[config.mk]
export PLATFORM = sky130hd
export DESIGN_NAME = mem_responder
export DESIGN_NICKNAME = d
export VERILOG_FILES = /design/src/rtl/mem_responder.sv
export SDC_FILE = /design/constraint.sdc
export NUM_CORES = 2
export LEC_CHECK = 0
export BUFFER_PORTS_ARGS = -buffer_cell sky130_fd_sc_hd__buf_4
export CORE_ASPECT_RATIO = 0.9
export CORE_MARGIN = 3
export CORE_UTILIZATION = 38
export DETAILED_ROUTE_END_ITERATION = 10
export PLACE_DENSITY_LB_ADDON = 0.05
export SYNTH_ARGS = -nofsm -noshare
export SYNTH_HDL_FRONTEND = slang
export SYNTH_SLANG_ARGS = --single-unit
[constraint.sdc]
create_clock -name Clk -period 5.9 [get_ports Clk]
set_input_delay 1.18 -clock Clk [delete_from_list [all_inputs] [get_ports Clk]]
set_output_delay 1.18 -clock Clk [all_outputs]
set_load 0.02 [all_outputs]
[src/rtl/mem_responder.sv]
// mem_responder: unified instruction/data memory responding to the multicycle core
// with a pulse request / pulse ready handshake, programmable wait states and byte-lane writes.
module mem_responder #(
  parameter int    DEPTH_LOG2  = 6,
  parameter int    WAIT_STATES = 2,
  parameter string INIT_FILE   = ""
) (
  input  logic        Clk,
  input  logic        Reset_n,
  input  logic        Req,
  input  logic        WE,
  input  logic [31:0] Addr,
  input  logic [3:0]  ByteEn,
  input  logic [31:0] WData,
  output logic        Busy,
  output logic        Ready,
  output logic        Err,
  output logic [31:0] RData
);
  typedef enum logic [1:0] {IDLE, WAIT, RESP} state_t;
  state_t                state;
  logic [3:0]            cnt;
  logic                  we_q;
  logic [DEPTH_LOG2+1:0] addr_q;
  logic [3:0]            be_q;
  logic [31:0]           wdata_q;
  logic [31:0]           mem [2**DEPTH_LOG2];
  logic                  sel_in, go, a_we, mis;
  logic [DEPTH_LOG2+1:0] a_addr;
  logic [3:0]            a_be;
  logic [31:0]           a_wdata;
  logic [DEPTH_LOG2-1:0] idx;
  logic                  unused_addr;
  assign unused_addr = ^Addr[31:DEPTH_LOG2+2];
  // With zero wait states the access happens on the accept edge, straight from the inputs
  assign sel_in  = state == IDLE;
  assign go      = (sel_in && Req && WAIT_STATES == 0) || (state == WAIT && cnt == 4'd1);
  assign a_we    = sel_in ? WE : we_q;
  assign a_addr  = sel_in ? Addr[DEPTH_LOG2+1:0] : addr_q;
  assign a_be    = sel_in ? ByteEn : be_q;
  assign a_wdata = sel_in ? WData : wdata_q;
  assign idx     = a_addr[DEPTH_LOG2+1:2];
  assign mis     = |a_addr[1:0];
  always_ff @(posedge Clk) begin
    if (go && a_we && !mis)
      for (int i = 0; i < 4; i++)
        if (a_be[i]) mem[idx][8*i +: 8] <= a_wdata[8*i +: 8];
  end
  always_ff @(posedge Clk or negedge Reset_n) begin
    if (!Reset_n) begin
      state   <= IDLE;
      cnt     <= '0;
      Busy    <= 1'b0;
      Ready   <= 1'b0;
      Err     <= 1'b0;
      RData   <= '0;
      we_q    <= 1'b0;
      addr_q  <= '0;
      be_q    <= '0;
      wdata_q <= '0;
    end else begin
      Ready <= go;
      Err   <= go && mis;
      if (go && !a_we && !mis) RData <= mem[idx];
      case (state)
        IDLE: if (Req) begin
          we_q    <= WE;
          addr_q  <= Addr[DEPTH_LOG2+1:0];
          be_q    <= ByteEn;
          wdata_q <= WData;
          cnt     <= 4'(WAIT_STATES);
          state   <= WAIT_STATES == 0 ? RESP : WAIT;
          Busy    <= 1'b1;
        end
        WAIT: begin
          cnt <= cnt - 4'd1;
          if (cnt == 4'd1) state <= RESP;
        end
        RESP: begin
          state <= IDLE;
          Busy  <= 1'b0;
        end
        default: state <= IDLE;
      endcase
    end
  end
endmodule

Word level (Yosys, flattened, before mapping)
Memory sizes are Yosys's and may differ from the RTL's. A register that Yosys moved wholly into a read port is not among the register bits.
Cells that the tools add are included.
{ "word_totals": {"register_bits": 54, "ram_bits": 2048, "input_bits": 72, "out_inout_bits": 35, "word_cells": 56, "n_memories": 1} }
{ "op_classes": {"add_sub_neg": 1, "n_eq_ne": 5, "muxes": 23, "reduce_logical": 17} }
{ "mem_list": {"columns": ["name", "depth", "width", "rd", "rd_clocked_by_memory_dff", "write_ports", "line_no", "source"], "rows": [
  ["mem", 64, 32, 1, 1, 1, "27", "logic [31:0] mem [2**DEPTH_LOG2];"]
]} }
{ "ops": {"columns": ["operator", "n"], "rows": [
  ["2-to-1 mux 32 bit", 1],
  ["2-to-1 mux 1 bit", 14],
  ["2-to-1 mux 4 bit", 2],
  ["2-to-1 mux 8 bit", 1],
  ["one-hot mux 4 bit (2 select lines)", 1],
  ["AND reduction 2 bit", 4],
  ["logical AND 1 bit", 6],
  ["equality test 4 x 1 -> 1 bit, second input constant", 1],
  ["2-to-1 mux 2 bit", 2],
  ["one-hot mux 2 bit (2 select lines)", 1],
  ["nonzero test 2 bit", 2],
  ["subtractor 4 x 1 -> 4 bit, second input constant", 1],
  ["logical NOT 1 bit", 3],
  ["equality test 2 x 1 -> 1 bit, second input constant", 1],
  ["equality test 2 bit, second input constant", 1],
  ["logical NOT 2 bit", 1],
  ["!= test 2 x 1 -> 1 bit, second input constant", 1],
  ["!= test 2 bit, second input constant", 1],
  ["one-hot mux 1 bit (2 select lines)", 1],
  ["OR reduction 2 bit", 1]
]} }

Longest topological paths before layout
{ "logic_depth": {"depth_word": 7, "depth_mapped": 13, "ltp_nobuf": 9} }

Worst setup path before layout
No wires, ideal clock.
{ "synth_path": {"kind": "input to register", "startpoint": "input port Addr[4]", "endpoint": "memory mem[15][24], enable pin", "setup_ns": 0.383, "arrival_ns": 3.443, "t_required_ns": 5.517, "slack_ns": 2.073, "path_stages": 9, "n_path_buf": 5, "cell_sequence": "clkbuf_1 -> inv_1 -> o21ai_0 -> buf_2 -> buf_2 -> buf_2 -> nand2_1 -> clkbuf_1 -> nor3_1"} }
{ "synth_via": {"elab_chain_len": 1} }
{ "synth_rtl": {"columns": ["item", "line_no", "source"], "rows": [
  ["start, declared", "12", "input logic [31:0] Addr,"],
  ["2-to-1 mux 8 bit", "39", "assign a_addr = sel_in ? Addr[DEPTH_LOG2+1:0] : addr_q;"],
  ["end, declared", "27", null]
]} }
No other way between the ends.

Worst setup path after layout
{ "layout_path": {"startpoint": "register state[1]", "endpoint": "memory mem[62][11], enable pin"} }
{ "layout_via": {"elab_chain_len": 7, "elab_cells_between_ends": 13, "cone_classes": "eq/ne: 1; mux: 6; reduce/logical: 6"} }
{ "layout_rtl": {"columns": ["item", "line_no", "source"], "rows": [
  ["start, declared", "21", "state_t state;"],
  ["start signal, assigned", "72", "state <= WAIT_STATES == 0 ? RESP : WAIT;"],
  ["logical NOT 2 bit", "36", "assign sel_in = state == IDLE;"],
  ["2-to-1 mux 8 bit", "39", null],
  ["OR reduction 2 bit", "43", "assign mis = |a_addr[1:0];"],
  ["logical NOT 1 bit", "45", "if (go && a_we && !mis)"],
  ["logical AND 1 bit", "45", null],
  ["2-to-1 mux 1 bit", "45", null],
  ["2-to-1 mux 1 bit (not written as such)", "47", "if (a_be[i]) mem[idx][8*i +: 8] <= a_wdata[8*i +: 8];"]
]} }
Parallel ways exist; a longest one is shown, timed or not.

==> flow_summary.ini <==
[run_status]
status = complete, no violations

[power]
max-vdd-ir-drop_mv = 0.544
p_leak_nw = 31.3
powerDensity_nw_per_um2 = 540
total_power_w = 0.0514

[worst_setup_path]
path_cells = or2_4 > nand2_1 > nand2_1 > and2_1 > nand2_1 > nor2_1
path_buf_inv = 0
crit_path_end_kind = register
max_stage_delay_ns = 0.83
crit_path_max_fanout = 25
crit_family = simple AND/OR/NAND/NOR gates
critical_path_class = register to register
cp_num_cells = 6
path_common_cell = nand2_1
crit_path_top_delay_cell = nor2_1
cp-start-kind = register
r2r_cells = 6
arrival_ns = 4.99
critPathRequiredTime_ns = 6.35

[synth]
postSynth.topFlopCell = edfxtp_1
netlist_instances = 5594
synth_compound_area_share_pct = 10.2
synth-xor-area-share_pct = 0.0107
synth_cell_types = 59
synth_fa_ha_area_share_pct = 0.0305
synthesis.nets = 5668
synth_area_sq_um = 82000
synth-edff-count = 2048
async_reset_ff_share_pct = 4.03
yosys.area.top_type = edfxtp_1
ys_seq_elements = 2134
synthTopCellsByCount = edfxtp_1 (2048), nand2_1 (1088), a21oi_1 (470)
ys.warnings.count = 0
seq_area_frac_synth_pct = 77.6
synthTopCellsByArea = edfxtp_1 (75%), nand2_1 (5.0%), a21oi_1 (2.9%), dfrtp_1 (2.6%), a22oi_1 (2.3%)
synth_top_family_by_area = compound AO/OA/AOI/OAI gates
yosysMostFrequentCell = edfxtp_1
synth-simple-area-share_pct = 7.97
avgSynthCellArea_sq_um = 14.7
synth_top_area_share_pct = 75.0
synth.area.mux_share_pct = 2.22

[clock_network]
clk_path_buf_depth = 3
clk_latency_ns = 0.86
path_clk_slew_ns = 0.06
root_buffer = clkbuf_16
cts_setup_buffers = 0
h-tree-depth = 4
numCtsBuffers = 222
cts_hold_buf = 0
cts_tree = done
clock_sinks = 2134
cts-resized-gates = 0

[timing]
hold_viol_final = 0
slew_violations = 0
setup_ws_ns = 1.37
setup_viol = 0
setup_tns_ns = 0
rsz0062_at_grt = false
max_slew_margin_pct = 19.0
fmax_mhz = 221
timing.final.crit_period_ns = 4.53
skew_ns = 0.0350
tightest_slew_ns = 1.22
finalCritPeriodShare_pct = 76.8

[detailed_routing]
drt-initial-drc-count = 4844
drcViolationCount = 0
wirelength_mm = 282
num_vias = 50504
drtPass1Iterations = 6
vias_per_cell = 5.64
wl_per_cell_microns = 31.5
final_antenna_net_count = 0

[placement]
dp_worst_setup_slack_ns = 0.992
io_buffer_count = 82
gp_congestion = 0.809
dp_hpwl_mm = 173

[die]
core_area_sq_um = 214000
die_h_microns = 447
die-width_microns = 496
ios = 107
rows = 161
start_util_pct = 38.3
fp.dieArea_sq_um = 221000

[global_route]
grt_pass1_vias = 48649
grt_antenna_before_repair = 10
grt_start_max_net_pins = 76
grt-ovfl-total = 0
grt_pass1_wl_mm = 393
grt_usage_pct = 25.2

[cells_and_area]
fin_nets = 5978
layout-drive-gt1-share_pct = 14.1
areaGrowthSynthToFinish_pct = 16.1

[min_path]
hold_path_class = primary input to async pin

[job]
drv_cap = 0
-- registers in the layout, indices dropped and copies added, names as in the netlist --
register and flops:
Busy 1, we_q 1, addr_q 8, RData 32
Ready 1, cnt 4, mem 2048, wdata_q 32
be_q 4, state 2, Err 1
-- area by class of cell --
cell class / count / area (sq um)
repair buffers: 465 / 3880
inverters: 8 / 30.0
clock inverters: 115 / 852
multi-input cells: 3073 / 17100
well taps: 2852 / 3570
diodes: 4 / 10.0
fillers: 19145 / 119000
clock buffers: 301 / 6130
flip-flops and latches: 2134 / 63700
-- cell usage in the layout, fill, tap and decap left out, types with 56 or more instances in the layout --
cell type,instances
nand2_1,1044
clkbuf_1,59
buf_4,433
edfxtp_1,2048
a31oi_1,129
clkbuf_16,229
dfrtp_1,86
a21oi_1,468
a221oi_1,101
a22oi_1,252
nor3_1,162
o21ai_0,72
clkinv_1,56
mux2i_1,175
nor2_1,259
-- stage by stage --
step | cells | instance area (sq um) | utilization (%) | hold WS (ns)
6_report | 8952 | 95200 | 44.4 | 0.279
5_1_grt | 8950 | 95200 | 44.4 | 0.273
3_3_place_gp | 8532 | 88200 | 41.2 | 0.461
4_1_cts | 8948 | 95200 | 44.4 | 0.251
2_1_floorplan | 5594 | 82000 | - | 0.446
3_5_place_dp | 8532 | 88200 | 41.2 | 0.461
-- logic make-up after synthesis --
group                      after synthesis
AOI/OAI and AO/OA                     1268
xor gates and xnor gates                 1
adders and majority gates                2
buffers and inverters                  387
DFF                                   2134
muxes                                  180
and+or+nand+nor                       1622
-- worst paths after layout --
kind	from	endpoint	slack, ns
max in group asynchronous	Reset_n	RData[17]	4.34
min reg2reg	wdata_q[4]	wdata_q[4]	0.47
max reg2reg	state[1]	mem[62][11]	1.37
max	state[1]	mem[62][11]	1.37
min	Reset_n	wdata_q[9]	0.28
min in group Clk	wdata_q[4]	wdata_q[4]	0.47
-- where the power goes --
| part | total (W) | switching, W | internal [W] |
|---|---|---|---|
| Sequential | 0.0201 | 0.000327 | 0.0197 |
| Clock | 0.0136 | 0.00590 | 0.00775 |
| Combinational | 0.0177 | 0.0137 | 0.00404 |
-- layer usage --
metal,vias up,track usage (%),share of wire (%)
li1,22110,-,-
met1,26527,36.8,46
met5,-,0,0
met3,308,3.53,5.3
met2,1559,40.1,47
met4,0,5.25,2.0
(Power assumes the default switching activity.)
